**config.mk**
```make
export PLATFORM = sky130hd
export DESIGN_NAME = eeprom_access_sequencer
export DESIGN_NICKNAME = d
export VERILOG_FILES = /design/src/rtl/eeprom_access_sequencer.sv
export SDC_FILE = /design/constraint.sdc
export NUM_CORES = 1
export LEC_CHECK = 0
export ABC_AREA = 1
export CELL_PAD_IN_SITES_DETAIL_PLACEMENT = 0
export CELL_PAD_IN_SITES_GLOBAL_PLACEMENT = 1
export CORE_AREA = 2 2 76 78
export DETAILED_ROUTE_END_ITERATION = 16
export DIE_AREA = 0 0 78 80
export DONT_BUFFER_PORTS = 1
export GPL_TIMING_DRIVEN = 0
export HOLD_SLACK_MARGIN = 0.1
export PLACE_DENSITY = 0.91
export SLEW_MARGIN = 20
export SYNTH_ARGS = -nofsm -noshare
export SYNTH_HDL_FRONTEND = slang
export SYNTH_SLANG_ARGS = --single-unit
```
**constraint.sdc**
```tcl
create_clock -name clk -period 3.9 [get_ports clk]
set_input_delay 0.39 -clock clk [delete_from_list [all_inputs] [get_ports clk]]
set_output_delay 0.39 -clock clk [all_outputs]
set_load 0.1 [all_outputs]
```
**src/rtl/eeprom_access_sequencer.sv**
```systemverilog
// eeprom_access_sequencer
// Turns single-byte read/write requests into AT25010 engine command sequences.
//   read  : READ
//   write : WREN -> WRITE -> RDSR polls (POLL_GAP idle cycles apart) until the
//           busy bit clears or POLL_LIMIT polls have been made.
// Optional build macro WRITE_VERIFY_EN: after the poll clears, a write also reads
// the byte back and reports code 3 when the readback differs from the written data.
module eeprom_access_sequencer #(
   parameter int POLL_LIMIT = 1024,
   parameter int POLL_GAP   = 16
) (
   input  logic       clk,
   input  logic       rst,
   input  logic       req_valid,
   output logic       req_ready,
   input  logic       req_write,
   input  logic [6:0] req_addr,
   input  logic [7:0] req_wdata,
   output logic       rsp_valid,
   output logic [7:0] rsp_rdata,
   output logic [1:0] rsp_code,
   output logic       busy,
   output logic       eep_cmd_valid,
   input  logic       eep_cmd_ready,
   output logic [2:0] eep_cmd_type,
   output logic [6:0] eep_cmd_addr,
   output logic [7:0] eep_cmd_wdata,
   input  logic [7:0] eep_cmd_rdata,
   input  logic       eep_cmd_done,
   input  logic       eep_cmd_error
);

   // Poll counter holds the value POLL_LIMIT itself, hence clog2+1 bits.
   localparam int PW = $clog2(POLL_LIMIT) + 1;
   localparam int GW = $clog2(POLL_GAP) + 1;
   localparam logic [PW-1:0] POLL_MAX = PW'(POLL_LIMIT);
   localparam logic [GW-1:0] GAP_LAST = GW'(POLL_GAP - 1);

   localparam logic [2:0] CMD_WREN  = 3'd0;
   localparam logic [2:0] CMD_RDSR  = 3'd2;
   localparam logic [2:0] CMD_READ  = 3'd4;
   localparam logic [2:0] CMD_WRITE = 3'd5;

   localparam logic [1:0] RC_OK      = 2'd0;
   localparam logic [1:0] RC_ENGINE  = 2'd1;
   localparam logic [1:0] RC_TIMEOUT = 2'd2;
`ifdef WRITE_VERIFY_EN
   localparam logic [1:0] RC_VERIFY  = 2'd3;
`endif

   typedef enum logic [2:0] {S_IDLE, S_ISSUE, S_WAIT, S_GAP, S_RESP} state_t;
   typedef enum logic [2:0] {STEP_WREN, STEP_WRITE, STEP_POLL, STEP_READ, STEP_VERIFY} step_t;

   state_t        state, state_n;
   step_t         step, step_n;
   logic [6:0]    addr_q, addr_n;
   logic [7:0]    wdata_q, wdata_n;
   logic [PW-1:0] poll_cnt, poll_n, poll_inc;
   logic [GW-1:0] gap_cnt, gap_n;
   logic [7:0]    rdata_q, rdata_n;
   logic [1:0]    code_q, code_n;

   // State and datapath registers with synchronous reset.
   // NOTE: sequential state uses non-blocking assignments so every register samples pre-edge values.
   always_ff @(posedge clk) begin
      if (rst) begin
         state    <= S_IDLE;
         step     <= STEP_READ;
         addr_q   <= '0;
         wdata_q  <= '0;
         poll_cnt <= '0;
         gap_cnt  <= '0;
         rdata_q  <= '0;
         code_q   <= '0;
      end else begin
         state    <= state_n;
         step     <= step_n;
         addr_q   <= addr_n;
         wdata_q  <= wdata_n;
         poll_cnt <= poll_n;
         gap_cnt  <= gap_n;
         rdata_q  <= rdata_n;
         code_q   <= code_n;
      end
   end

   // Saturating poll count as it will be after the current RDSR completes.
   assign poll_inc = (poll_cnt == POLL_MAX) ? poll_cnt : poll_cnt + 1'b1;

   // Next-state logic: walks the step sequence and builds the response.
   // NOTE: every variable gets its hold value first, so no path can infer a latch.
   always_comb begin
      state_n = state;
      step_n  = step;
      addr_n  = addr_q;
      wdata_n = wdata_q;
      poll_n  = poll_cnt;
      gap_n   = gap_cnt;
      rdata_n = rdata_q;
      code_n  = code_q;
      case (state)
         S_IDLE: begin
            if (req_valid) begin
               addr_n  = req_addr;
               wdata_n = req_wdata;
               step_n  = req_write ? STEP_WREN : STEP_READ;
               poll_n  = '0;
               gap_n   = '0;
               state_n = S_ISSUE;
            end
         end
         S_ISSUE: begin
            if (eep_cmd_ready) state_n = S_WAIT;
         end
         S_WAIT: begin
            // Error has priority over a simultaneous done.
            if (eep_cmd_error) begin
               rdata_n = '0;
               code_n  = RC_ENGINE;
               state_n = S_RESP;
            end else if (eep_cmd_done) begin
               case (step)
                  STEP_WREN: begin
                     step_n  = STEP_WRITE;
                     state_n = S_ISSUE;
                  end
                  STEP_WRITE: begin
                     step_n  = STEP_POLL;
                     state_n = S_ISSUE;
                  end
                  STEP_POLL: begin
                     poll_n = poll_inc;
                     if (!eep_cmd_rdata[0]) begin
`ifdef WRITE_VERIFY_EN
                        step_n  = STEP_VERIFY;
                        state_n = S_ISSUE;
`else
                        rdata_n = eep_cmd_rdata;
                        code_n  = RC_OK;
                        state_n = S_RESP;
`endif
                     end else if (poll_inc == POLL_MAX) begin
                        rdata_n = eep_cmd_rdata;
                        code_n  = RC_TIMEOUT;
                        state_n = S_RESP;
                     end else begin
                        gap_n   = '0;
                        state_n = S_GAP;
                     end
                  end
`ifdef WRITE_VERIFY_EN
                  STEP_VERIFY: begin
                     rdata_n = eep_cmd_rdata;
                     code_n  = (eep_cmd_rdata == wdata_q) ? RC_OK : RC_VERIFY;
                     state_n = S_RESP;
                  end
`endif
                  default: begin
                     rdata_n = eep_cmd_rdata;
                     code_n  = RC_OK;
                     state_n = S_RESP;
                  end
               endcase
            end
         end
         S_GAP: begin
            if (gap_cnt == GAP_LAST) begin
               gap_n   = '0;
               state_n = S_ISSUE;
            end else begin
               gap_n = gap_cnt + 1'b1;
            end
         end
         S_RESP:  state_n = S_IDLE;
         default: state_n = S_IDLE;
      endcase
   end

   // Command port decode: fields are driven only while a command is offered.
   always_comb begin
      eep_cmd_type  = '0;
      eep_cmd_addr  = '0;
      eep_cmd_wdata = '0;
      if (state == S_ISSUE) begin
         case (step)
            STEP_WREN:  eep_cmd_type = CMD_WREN;
            STEP_WRITE: begin
               eep_cmd_type  = CMD_WRITE;
               eep_cmd_addr  = addr_q;
               eep_cmd_wdata = wdata_q;
            end
            STEP_POLL:  eep_cmd_type = CMD_RDSR;
            default: begin
               eep_cmd_type = CMD_READ;
               eep_cmd_addr = addr_q;
            end
         endcase
      end
   end

   assign req_ready     = (state == S_IDLE);
   assign busy          = (state != S_IDLE);
   assign eep_cmd_valid = (state == S_ISSUE);
   assign rsp_valid     = (state == S_RESP);
   assign rsp_rdata     = rdata_q;
   assign rsp_code      = code_q;

endmodule
```
**Yosys cells after proc, flatten, opt, wreduce, memory -nomap -nowiden**

Cells that the tools add are included.
W data, S select, Z words.

- Register bits after elaboration: 47
- Input port bits: 30
- Output and inout bits: 32
- Logic and storage cells: 90

- Add/subtract/negate cells: 2
- Eq/ne operators: 21
- Muxes and demuxes: 45
- Reductions and logical operators: 14

Operators with widths:

| kind | count |
|---|---|
| $mux W11 | 5 |
| $mux W8 | 6 |
| $mux W5 | 7 |
| $mux W3 | 11 |
| $eq A11 B11 Y1 const B | 2 |
| $pmux W11 S2 | 1 |
| $pmux W3 S2 | 3 |
| $pmux W8 S2 | 1 |
| $pmux W5 S3 | 1 |
| $mux W7 | 2 |
| $ne A2 B2 Y1 const B | 7 |
| $pmux W3 S4 | 1 |
| $add A11 B1 Y11 const B | 1 |
| $mux W2 | 5 |
| $reduce_and A5 Y1 | 2 |
| $eq A3 B2 Y1 const B | 3 |
| $pmux W3 S3 | 1 |
| $reduce_and A4 Y1 | 2 |
| $reduce_and A7 Y1 | 1 |
| $eq A3 B1 Y1 const B | 2 |
| $logic_not A3 Y1 | 2 |
| $ne A3 B3 Y1 const B | 2 |
| $reduce_bool A3 Y1 | 2 |
| $add A5 B1 Y5 const B | 1 |
| other kinds (8) | 11 |

**Logic depth before layout (Yosys ltp)**

Gate-level depths: netlist of the first run.

- Depth after elaboration: 9
- Gate-level depth with buffers: 16

**Worst setup path before layout of the first run**

No wires, ideal clock.

- Path type: flip-flop to output port
- Start point: register state[0]
- End point: output port eep_cmd_wdata[0]
- Data arrival time: 6.026 ns
- Path slack: -2.516 ns
- Cell stages (with the launch flop): 7
- Buffers on the path: 0
- Cells stage by stage: dfxtp_1 > inv_2 > nor3_1 > inv_1 > nor2_1 > inv_1 > nor2_1

- Longest elaborated chain between the ends: 2

RTL lines:

| what | line | text |
|---|---|---|
| from (decl) | 54 | `state_t state, state_n;` |
| from (signal assigned) | 76 | `state <= state_n;` |
| $eq A3 B1 Y1 | - |  |
| via eep_cmd_valid | 23 | `output logic eep_cmd_valid,` |
| $mux W8 | 184 | `if (state == S_ISSUE) begin` |
| to (decl) | 27 | `output logic [7:0] eep_cmd_wdata,` |

The timed path passes the listed nets, and every way through them passes these cells.

**Worst setup path after layout of the first run**

- Start point: register state[0]
- End point: output port eep_cmd_addr[3]

- Longest elaborated chain between the ends: 2

RTL lines:

| what | line | text |
|---|---|---|
| $eq A3 B1 Y1 | - |  |
| via eep_cmd_valid | 23 |  |
| $mux W7 | 184 |  |
| to (decl) | 26 | `output logic [6:0] eep_cmd_addr,` |

The timed path passes the listed nets, and every way through them passes these cells.

==> results.yml, run 1 <==
sta:
  relSlewSlack_pct: 26.6
  finalHoldViolations: 0
  slew_violations: 0
  worst_slack_ns: 0.163
  clock_skew_ns: 0.00936
  clock.fmax_mhz: 268
  timing.final.crit_share_pct: 95.8
  rsz0062_at_grt: "false"
  worst_slew_pin_slew_ns: 1.10
  period_minus_slack_ns: 3.74
  setup_viol: 0
place:
  portBuffers: 0
  place_ws_ns: -0.524
  gp_congestion: 0.860
  hpwlAfterDp_um: 4370
power:
  vdd_drop_max_uv: 399
  p_switching_w: 0.00106
  clkPwrFrac_pct: 16.2
  p_leak_nw: 1.15
  totalPowerFinal_w: 0.00193
  p_sw_share_pct: 54.7
  powerDensity_nw_per_um2: 670
  p_comb_share_pct: 47.1
  sequentialPowerShare_pct: 36.6
  p_int_w: 0.000874
route:
  via_per_inst: 5.19
  wl_per_cell_um: 12.7
  wl_um: 5940
  detailedRoute.firstPassIterationCount: 4
  drt_iter0_drc: 131
  drtAntennaViolNets: 0
  dr_total_vias: 2426
  route.detailed.drc: 0
global_route:
  antenna_found_initial: 0
  met3_usage_pct: 4.30
  grt_use_met1_pct: 24.1
  met2_usage_pct: 34.9
  grt_max_degree: 18
  first_global_vias: 2276
  grt_use_total_pct: 19.8
  gr-total-overflow: 0
  grt_pass1_wl_um: 10100
  top_usage_layer: "met2"
outcome:
  run_status: "completed"
cells_and_area:
  final_common_cell: "nand2_1"
  drive_above_1_share_pct: 15.2
  diodes: 0
  final_nets: 427
  final_cell_mix: "71 x nand2_1, 54 x inv_1, 45 x nor2_1, 45 x dfxtp_1, 41 x a21oi_1"
  areaGrowthSynthToFinish_pct: 16.4
setup_path:
  start_kind: "register"
  r2r_setup_slack_ns: 1.31
  slowest_stage: "nor3_4"
  crit_path_end_kind: "primary output"
  crit_type: "register to primary output"
  cp.required_ns: 3.51
  worst_path_largest_cell_delay_ns: 0.83
  cp_num_buf_inv: 4
  cp_num_cells: 7
  worst_r2r_path_depth: 10
  cp_common_cell: "nor2_4"
  cp_cell_sequence: "inv_2, nor3_4, inv_4, nor2_4, clkinvlp_4, buf_4, nor2_4"
  crit_family: "simple AND/OR/NAND/NOR gates"
  crit_arrival_ns: 3.35
  crit_path_max_fanout: 5
job:
  maxCapViolCount: 0
yosys:
  yosys.area.top_type_share_pct: 37.2
  yosysTopAreaCell: "dfxtp_1"
  synth_cell_type_count: 29
  ys_ff_latch: 46
  yosysWarnings: 0
  synth_nets: 414
  synthCells: 381
  ys_seq_area_share_pct: 37.2
  syn_area_per_cell_sq_um: 6.50
  synth_area_leaders: "dfxtp_1 37%, nand2_1 11%, nor2_1 9.5%"
  netlist_area_sq_um: 2480
cts:
  insertion_delay_ns: 0.30
  cts.reportedPaths.clkPinSlew_ns: 0.10
  cts.sinks: 46
  clock-root-buffer: "clkbuf_8"
  h-tree-depth: 2
  cts_tree: "built"
  holdBufCountCts: 0
  clock_path_buffers: 2
  cts_buffers: 5
floorplanning:
  core-area_sq_um: 5410
  io_pins: 62
  start_util_pct: 45.8
  num_rows: 27
  dieWidth_um: 78
  fp.dieArea_sq_um: 6240
  die_height_um: 80
min_path:
  hold_depth: 1
  min_path_type: "input pin to register"
## logic make-up after synthesis
family | Yosys count | share of synthesized area [%]
flops | 46 | 37.2
compound gates | 76 | 16.1
simple gates | 183 | 33.0
xor+xnor | 2 | 0.707
fa+ha+maj | 3 | 1.52
buf+inv | 71 | 11.5
## what timing repair did
| action | 4_1_cts | 5_1_grt |
|---|---|---|
| gates resized for setup | 20 | 1 |
| pin swaps | 5 | 3 |
| endpoints found under the setup margin | 15 | 15 |
| cloned | 0 | 0 |
| buffers inserted | 3 | 0 |
## flip-flops by register name (all words and copies together) (netlist names)
| signal | flops |
|---|---|
| poll_cnt | 11 |
| rsp_code | 2 |
| wdata_q | 8 |
| state | 3 |
| addr_q | 7 |
| step | 2 |
| rsp_rdata | 8 |
| gap_cnt | 5 |
## final cells by class
class | instances | area (sq um)
buffer | 12 | 63.8
clock buffer | 5 | 68.8
clock inverter | 3 | 26.3
fill | 549 | 2520
inverter | 59 | 231
multi-input combinational | 264 | 1420
sequential | 46 | 922
tap | 72 | 90.1
timing repair buffer | 6 | 56.3
## power groups by stage
stage / Sequential [W] / Clock (W) / Combinational [W]
floorplan: 0.000701 / 0 / 0.000701
detailed placement: 0.000717 / 0 / 0.000835
finish: 0.000707 / 0.000313 / 0.000910
global placement: 0.000710 / 0 / 0.000795
global route: 0.000716 / 0.000334 / 0.000989
CTS: 0.000707 / 0.000322 / 0.000911
## synthesized netlist by cell type
master	n
nor2_2	3
nor3b_1	2
nand2_1	71
o21ai_1	3
nand2_2	2
dfxtp_1	46
nand3b_1	1
inv_2	2
nor2_4	3
clkbuf_1	7
nand3_1	19
nand4_1	8
ha_1	3
o21ai_0	26
or2_2	1
nand3_2	3
o21bai_1	2
a21oi_2	1
inv_1	57
a21oi_1	41
o2111ai_1	1
xor2_1	2
buf_2	3
buf_6	2
a211oi_1	1
nor2_1	63
nor3_2	2
o21ai_2	1
nor3_1	5
## final timing paths
check,startpoint,endpoint
max,state[0],eep_cmd_addr[3]
min,rst,state[1]
max reg2reg,state[1],poll_cnt[9]
min reg2reg,gap_cnt[4],gap_cnt[4]
## per-stage QoR
stage               std cells  util (%)  TNS [ns]  hold WS, ns  area (sq um)
floorplan                 381         -     -1.68        0.429          2540
global placement          453      48.6     -5.88        0.437          2630
detailed placement        456      49.5     -7.37        0.455          2670
CTS                       467      53.3         0        0.137          2880
global route              467      53.3         0        0.139          2880
finish                    467      53.3         0        0.143          2880
## routing by layer
layer,part of all wire (%),vias up
li1,-,1242
met1,42,1106
met2,51,73
met3,6.1,5
met4,1.0,0
met5,0,-
## worst register-to-register path, delay by kind of cell (launching register included)
kind,cells,cell delay [ns]
simple gates,6,0.94
buf+inv,3,0.94
compound gates,1,0.15
flops,1,0.49
Power figures use the tool's default switching activity.
==> run 2: changes to the inputs <==
--- a/config.mk
+++ b/config.mk
@@ -6,15 +6,16 @@
 export NUM_CORES = 1
 export LEC_CHECK = 0
 export ABC_AREA = 1
+export CAP_MARGIN = 20
 export CELL_PAD_IN_SITES_DETAIL_PLACEMENT = 0
 export CELL_PAD_IN_SITES_GLOBAL_PLACEMENT = 1
-export CORE_AREA = 2 2 76 78
+export CORE_AREA = 2 2 94 69
 export DETAILED_ROUTE_END_ITERATION = 16
-export DIE_AREA = 0 0 78 80
+export DIE_AREA = 0 0 96 71
 export DONT_BUFFER_PORTS = 1
 export GPL_TIMING_DRIVEN = 0
 export HOLD_SLACK_MARGIN = 0.1
-export PLACE_DENSITY = 0.91
+export PLACE_DENSITY = 0.85
 export SLEW_MARGIN = 20
 export SYNTH_ARGS = -nofsm -noshare
 export SYNTH_HDL_FRONTEND = slang
==> constraint.sdc (replaced) <==
create_clock -name clk -period 3.7 [get_ports clk]
set_input_delay 0.37 -clock clk [delete_from_list [all_inputs] [get_ports clk]]
set_output_delay 0.37 -clock clk [all_outputs]
set_load 0.1 [all_outputs]
==> results.yml, run 2 (synthesized netlist as in run 1, its figures left out) <==
outcome:
  run_status: "completed"
floorplanning:
  fp.dieArea_sq_um: 6820
  die_height_um: 71
  start_util_pct: 41.5
  num_rows: 24
  core-area_sq_um: 5980
  io_pins: 62
  dieWidth_um: 96
route:
  wl_met2_um: 2420
  wl_met1_um: 3260
  route.detailed.drc: 0
  wl_per_cell_um: 13.0
  drt_iter0_drc: 184
  routed.top_layer: "met4"
  dr_total_vias: 2348
  detailedRoute.firstPassIterationCount: 4
  met3WireLength_um: 453
  drtAntennaViolNets: 0
  via_per_inst: 4.93
  wl_um: 6170
cts:
  cts_tree: "built"
  insertion_delay_ns: 0.30
  cts_buffers: 5
  clock_path_buffers: 2
  cts.reportedPaths.clkPinSlew_ns: 0.09
  h-tree-depth: 2
  cts.sinks: 46
  holdBufCountCts: 0
  clock-root-buffer: "clkbuf_8"
sta:
  setup_viol: 0
  slew_violations: 0
  rsz0062_at_grt: "true"
  timing.final.crit_share_pct: 99.1
  clock_skew_ns: 0.00863
  finalHoldViolations: 0
  period_minus_slack_ns: 3.67
  relSlewSlack_pct: 25.5
  setup_tns_ns: 0
  clock.fmax_mhz: 273
  worst_slew_pin_slew_ns: 1.12
  worst_slack_ns: 0.0327
setup_path:
  cp_common_cell: "nor2_4"
  worst_path_largest_cell_delay_ns: 0.87
  crit_arrival_ns: 3.30
  crit_family: "simple AND/OR/NAND/NOR gates"
  crit_path_end_kind: "primary output"
  cp_cell_sequence: "inv_4, nor3_4, inv_2, buf_6, nor2_4, clkinvlp_4, buf_12, nor2_4"
  start_kind: "register"
  slowest_stage: "nor3_4"
  cp.required_ns: 3.33
  worst_r2r_path_depth: 14
  crit_type: "register to primary output"
  crit_path_max_fanout: 7
  cp_num_cells: 8
  cp_num_buf_inv: 5
cells_and_area:
  largest_register: "poll_cnt"
  finalInstanceArea_sq_um: 2940
  areaGrowthSynthToFinish_pct: 18.5
  fin_cells: 476
  final_nets: 429
  drive_above_1_share_pct: 15.9
  final_common_cell: "nand2_1"
  final_cell_mix: "71 x nand2_1, 54 x inv_1, 45 x nor2_1"
  largest_reg_flops: 11
job:
  maxCapViolCount: 0
power:
  p_sw_share_pct: 53.9
  p_comb_share_pct: 48.1
  p_int_w: 0.000947
  powerDensity_nw_per_um2: 701
  vdd_drop_max_uv: 314
  clkPwrFrac_pct: 15.8
  totalPowerFinal_w: 0.00206
  sequentialPowerShare_pct: 36.1
  p_switching_w: 0.00111
  p_leak_nw: 1.17
place:
  gp_congestion: 0.825
  hpwlAfterDp_um: 4740
  portBuffers: 0
  placed_area_sq_um: 2710
  dp.cells: 461
  place_ws_ns: -0.708
global_route:
  grt_use_total_pct: 18.9
  grt_pass1_wl_um: 10200
  grt_max_degree: 15
  gr-total-overflow: 0
  first_global_vias: 2148
  antenna_found_initial: 1
min_path:
  min_path_type: "input pin to register"
  hold_depth: 1
==> run 2: cell types whose count changed in the layout (fill, tap and decap cells not counted), sizes merged <==
| cell | before | now |
|---|---|---|
| buf | 11 | 13 |
| clkbuf | 12 | 13 |
| clkinv | 0 | 1 |
| clkinvlp | 2 | 3 |
| diode | 0 | 1 |
| inv | 60 | 57 |
==> run 2: stage by stage <==
step	utilization, %	hold slack (ns)
after floorplan	-	0.429
after global placement	44.7	0.441
after detailed placement	45.4	0.445
after CTS	48.9	0.117
after global routing	49.1	0.116
final	49.1	0.136
==> run 2: layout make-up <==
cell class / count / area (sq um)
Clock inverter: 2 / 12.5
Sequential cell: 46 / 926
Fill cell: 603 / 3040
Timing Repair Buffer: 8 / 96.3
Clock buffer: 6 / 82.6
Tap cell: 78 / 97.6
Antenna cell: 1 / 2.50
Multi-Input combinational cell: 264 / 1420
Inverter: 59 / 231
Buffer: 12 / 63.8
==> run 2: repair_timing <==
| action | in CTS | in global routing |
|---|---|---|
| gates cloned | 0 | 0 |
| gates resized for setup | 18 | 3 |
| pin swaps | 5 | 5 |
| endpoints found under the setup margin | 15 | 15 |
| setup buffers | 6 | 0 |
==> run 2: path summary, 6_finish.rpt <==
| path | start | end | slack, ns |
|---|---|---|---|
| max | state[0] | eep_cmd_wdata[3] | 0.03 |
| min | rst | state[1] | 0.14 |
| max reg2reg | state[0] | rsp_rdata[0] | 0.53 |
| min reg2reg | gap_cnt[4] | gap_cnt[4] | 0.45 |
==> run 2: power groups by stage <==
| stage | registers (W) | logic [W] | clock network (W) |
|---|---|---|---|
| finish | 0.000742 | 0.000990 | 0.000325 |
| global route | 0.000750 | 0.00108 | 0.000358 |
| CTS | 0.000739 | 0.000979 | 0.000334 |
| detailed placement | 0.000754 | 0.000881 | 0 |
| global placement | 0.000748 | 0.000863 | 0 |
| floorplan | 0.000739 | 0.000751 | 0 |
==> run 2: metal layers <==
layer	vias up	track usage, %
met5	-	0
met1	1041	29.3
met2	60	25.2
li1	1242	-
met4	0	4.29
met3	5	5.96
==> run 3: changes to the inputs <==
--- a/config.mk
+++ b/config.mk
@@ -5,13 +5,12 @@
 export SDC_FILE = /design/constraint.sdc
 export NUM_CORES = 1
 export LEC_CHECK = 0
-export ABC_AREA = 1
 export CAP_MARGIN = 20
 export CELL_PAD_IN_SITES_DETAIL_PLACEMENT = 0
 export CELL_PAD_IN_SITES_GLOBAL_PLACEMENT = 1
-export CORE_AREA = 2 2 94 69
+export CORE_AREA = 2 2 92 67
 export DETAILED_ROUTE_END_ITERATION = 16
-export DIE_AREA = 0 0 96 71
+export DIE_AREA = 0 0 94 69
 export DONT_BUFFER_PORTS = 1
 export GPL_TIMING_DRIVEN = 0
 export HOLD_SLACK_MARGIN = 0.1
==> results.yml, run 3 <==
setup_path:
  crit_type: "register to primary output"
  crit_path_end_kind: "primary output"
  start_kind: "register"
  worst_r2r_path_depth: 9
  cp.required_ns: 3.33
  r2r-end: "rsp_code[1]"
  r2r_setup_slack_ns: 0.74
  crit_arrival_ns: 3.20
  timing.rr.start: "poll_cnt[0]"
  crit_path_max_fanout: 10
power:
  sequentialPowerShare_pct: 46.9
  powerDensity_nw_per_um2: 412
  p_leak_nw: 1.04
  p_int_w: 0.000770
  p_switching_w: 0.000364
  p_sw_share_pct: 32.1
  clkPwrFrac_pct: 33.6
  vdd_drop_max_uv: 149
  p_comb_share_pct: 19.5
cts:
  clock_path_buffers: 2
  clock-root-buffer: "clkbuf_8"
  h-tree-depth: 2
  holdBufCountCts: 0
  cts_setup_buffers: 0
  cts.reportedPaths.clkPinSlew_ns: 0.09
  cts_buffers: 5
  cts.sinks: 46
  cts_tree: "built"
  insertion_delay_ns: 0.31
global_route:
  grt_use_total_pct: 18.5
  first_global_vias: 1936
  grt_pass1_wl_um: 9600
  met3_usage_pct: 5.25
  met2_usage_pct: 25.2
  top_usage_layer: "met1"
  grt_max_degree: 16
  antenna_found_initial: 0
  gr-total-overflow: 0
  grt_use_met1_pct: 27.7
place:
  gp_congestion: 0.902
  portBuffers: 0
  hpwlAfterDp_um: 4560
cells_and_area:
  regArea_sq_um: 921
  final_nets: 363
  fillers: 564
  utilization_pct: 49.1
  final_common_cell: "nand2_1"
  largest_reg_flops: 11
  diodes: 0
  final_cell_mix: "49 x nand2_1, 46 x dfxtp_1, 36 x a21oi_1"
  multi_input_area_sq_um: 1450
  drive_above_1_share_pct: 9.97
  largest_register: "poll_cnt"
  areaGrowthSynthToFinish_pct: 12.0
floorplanning:
  fp.dieArea_sq_um: 6490
  core-area_sq_um: 5610
  dieWidth_um: 94
  start_util_pct: 43.8
  io_pins: 62
  num_rows: 23
  die_height_um: 69
route:
  drtAntennaViolNets: 0
  wl_per_cell_um: 15.0
  wl_um: 6100
  drt_iter0_drc: 140
  via_per_inst: 5.69
  dr_total_vias: 2312
  detailedRoute.firstPassIterationCount: 5
  route.detailed.drc: 0
yosys:
  synth_common_cells: "49 x nand2_1, 46 x dfxtp_1, 36 x a21oi_1"
  ys_ff_latch: 46
  synthCells: 320
  yosysWarnings: 0
  synthFlopType: "dfxtp_1"
  ys_async_sr_fraction_pct: 0
  yosysMostFrequentCell: "nand2_1"
  yosys.area.top_type_share_pct: 37.4
  synth_area_leaders: "dfxtp_1 37%, nand2_1 7.5%, a21oi_1 7.3%"
  synth_nets: 353
  syn_area_per_cell_sq_um: 7.69
  netlist_area_sq_um: 2460
  ys_seq_area_share_pct: 37.4
  synth_edf_count: 0
  synth_cell_type_count: 46
  yosysTopAreaCell: "dfxtp_1"
sta:
  slew_violations: 0
  worst_slew_pin_slew_ns: 1.07
  setup_tns_ns: 0
  clock.fmax_mhz: 280
  rsz0062_at_grt: "true"
  finalHoldViolations: 0
  period_minus_slack_ns: 3.57
  setup_viol: 0
  clock_skew_ns: 0.00980
  timing.final.crit_share_pct: 96.5
  relSlewSlack_pct: 28.7
min_path:
  hold_depth: 2
  whs_endpoint: "wdata_q[0]"
  min_path_type: "input pin to register"
  holdCritStartpoint: "req_wdata[0]"
outcome:
  run_status: "completed"
job:
  maxCapViolCount: 0
[run 3: layout make-up]
| type | instances | share of cell area (%) |
|---|---|---|
| flip-flops and latches | 46 | 33.4 |
| repair buffers | 3 | 2.13 |
| plain buffers | 20 | 3.22 |
| multi-input cells | 247 | 52.8 |
| inverters | 7 | 0.954 |
| clock inverters | 3 | 1.59 |
| well taps | 75 | 3.41 |
| clock buffers | 5 | 2.50 |
[run 3: how the worst max path moves through the flow]
stage | startpoint | endpoint | slack [ns] | depth (start not counted)
floorplan | state[0] | eep_cmd_wdata[0] | 0.16 | 6
global placement | state[0] | eep_cmd_wdata[1] | -0.05 | 6
detailed placement | state[0] | eep_cmd_wdata[3] | -0.14 | 6
CTS | state[0] | eep_cmd_wdata[3] | 0.11 | 6
global route | state[0] | eep_cmd_wdata[1] | -0.03 | 6
finish | state[0] | eep_cmd_wdata[3] | 0.13 | 6
[run 3: logic make-up (layout without fill, tap and decap cells)]
| family | after synthesis | in the layout | share of synthesized area (%) |
|---|---|---|---|
| XOR/XNOR | 3 | 3 | 1.07 |
| buffers and inverters | 27 | 38 | 4.58 |
| AO/OA/AOI/OAI | 73 | 73 | 17.3 |
| adder cells (fa/ha/maj) | 3 | 3 | 1.53 |
| multiplexers | 10 | 10 | 4.12 |
| flip-flops | 46 | 46 | 37.4 |
| AND/OR/NAND/NOR | 158 | 158 | 34.0 |
[run 3: through the flow]
stage	cells	worst slack (ns)	cell area (sq um)	power, W	hold slack, ns
5_1_grt	406	-0.0284	2760	0.00119	0.177
3_3_place_gp	395	-0.0527	2560	0.000746	0.437
4_1_cts	406	0.114	2760	0.00114	0.183
3_5_place_dp	398	-0.141	2630	0.000764	0.444
2_1_floorplan	320	0.160	2470	0.000717	0.423
6_report	406	0.130	2760	0.00113	0.184
[run 3: what timing repair did]
| item | in CTS | in global routing |
|---|---|---|
| pin swaps | 0 | 0 |
| setup endpoints to repair | 8 | 8 |
| gates resized for setup | 9 | 0 |
[run 3: power by group through the flow]
stage | Clock, W | Sequential, W | Combinational [W]
final | 0.000381 | 0.000532 | 0.000221
after global routing | 0.000416 | 0.000534 | 0.000237
after CTS | 0.000390 | 0.000532 | 0.000221
after detailed placement | 0 | 0.000544 | 0.000220
after global placement | 0 | 0.000543 | 0.000204
after floorplan | 0 | 0.000540 | 0.000177
[run 3: worst max-delay path, stage by stage (launching register included)]
cell      delay (ns)
dfxtp_1         0.35
clkbuf_1        0.42
nor3b_1         0.29
and2_2          0.53
nor2b_1         0.19
clkbuf_2        0.52
and2_2          0.59
[run 3: routing by layer]
metal	part of all wire [%]	wire [um]
met5	0	0
met4	1.7	106
met3	8.5	518
met2	40	2470
met1	49	3010
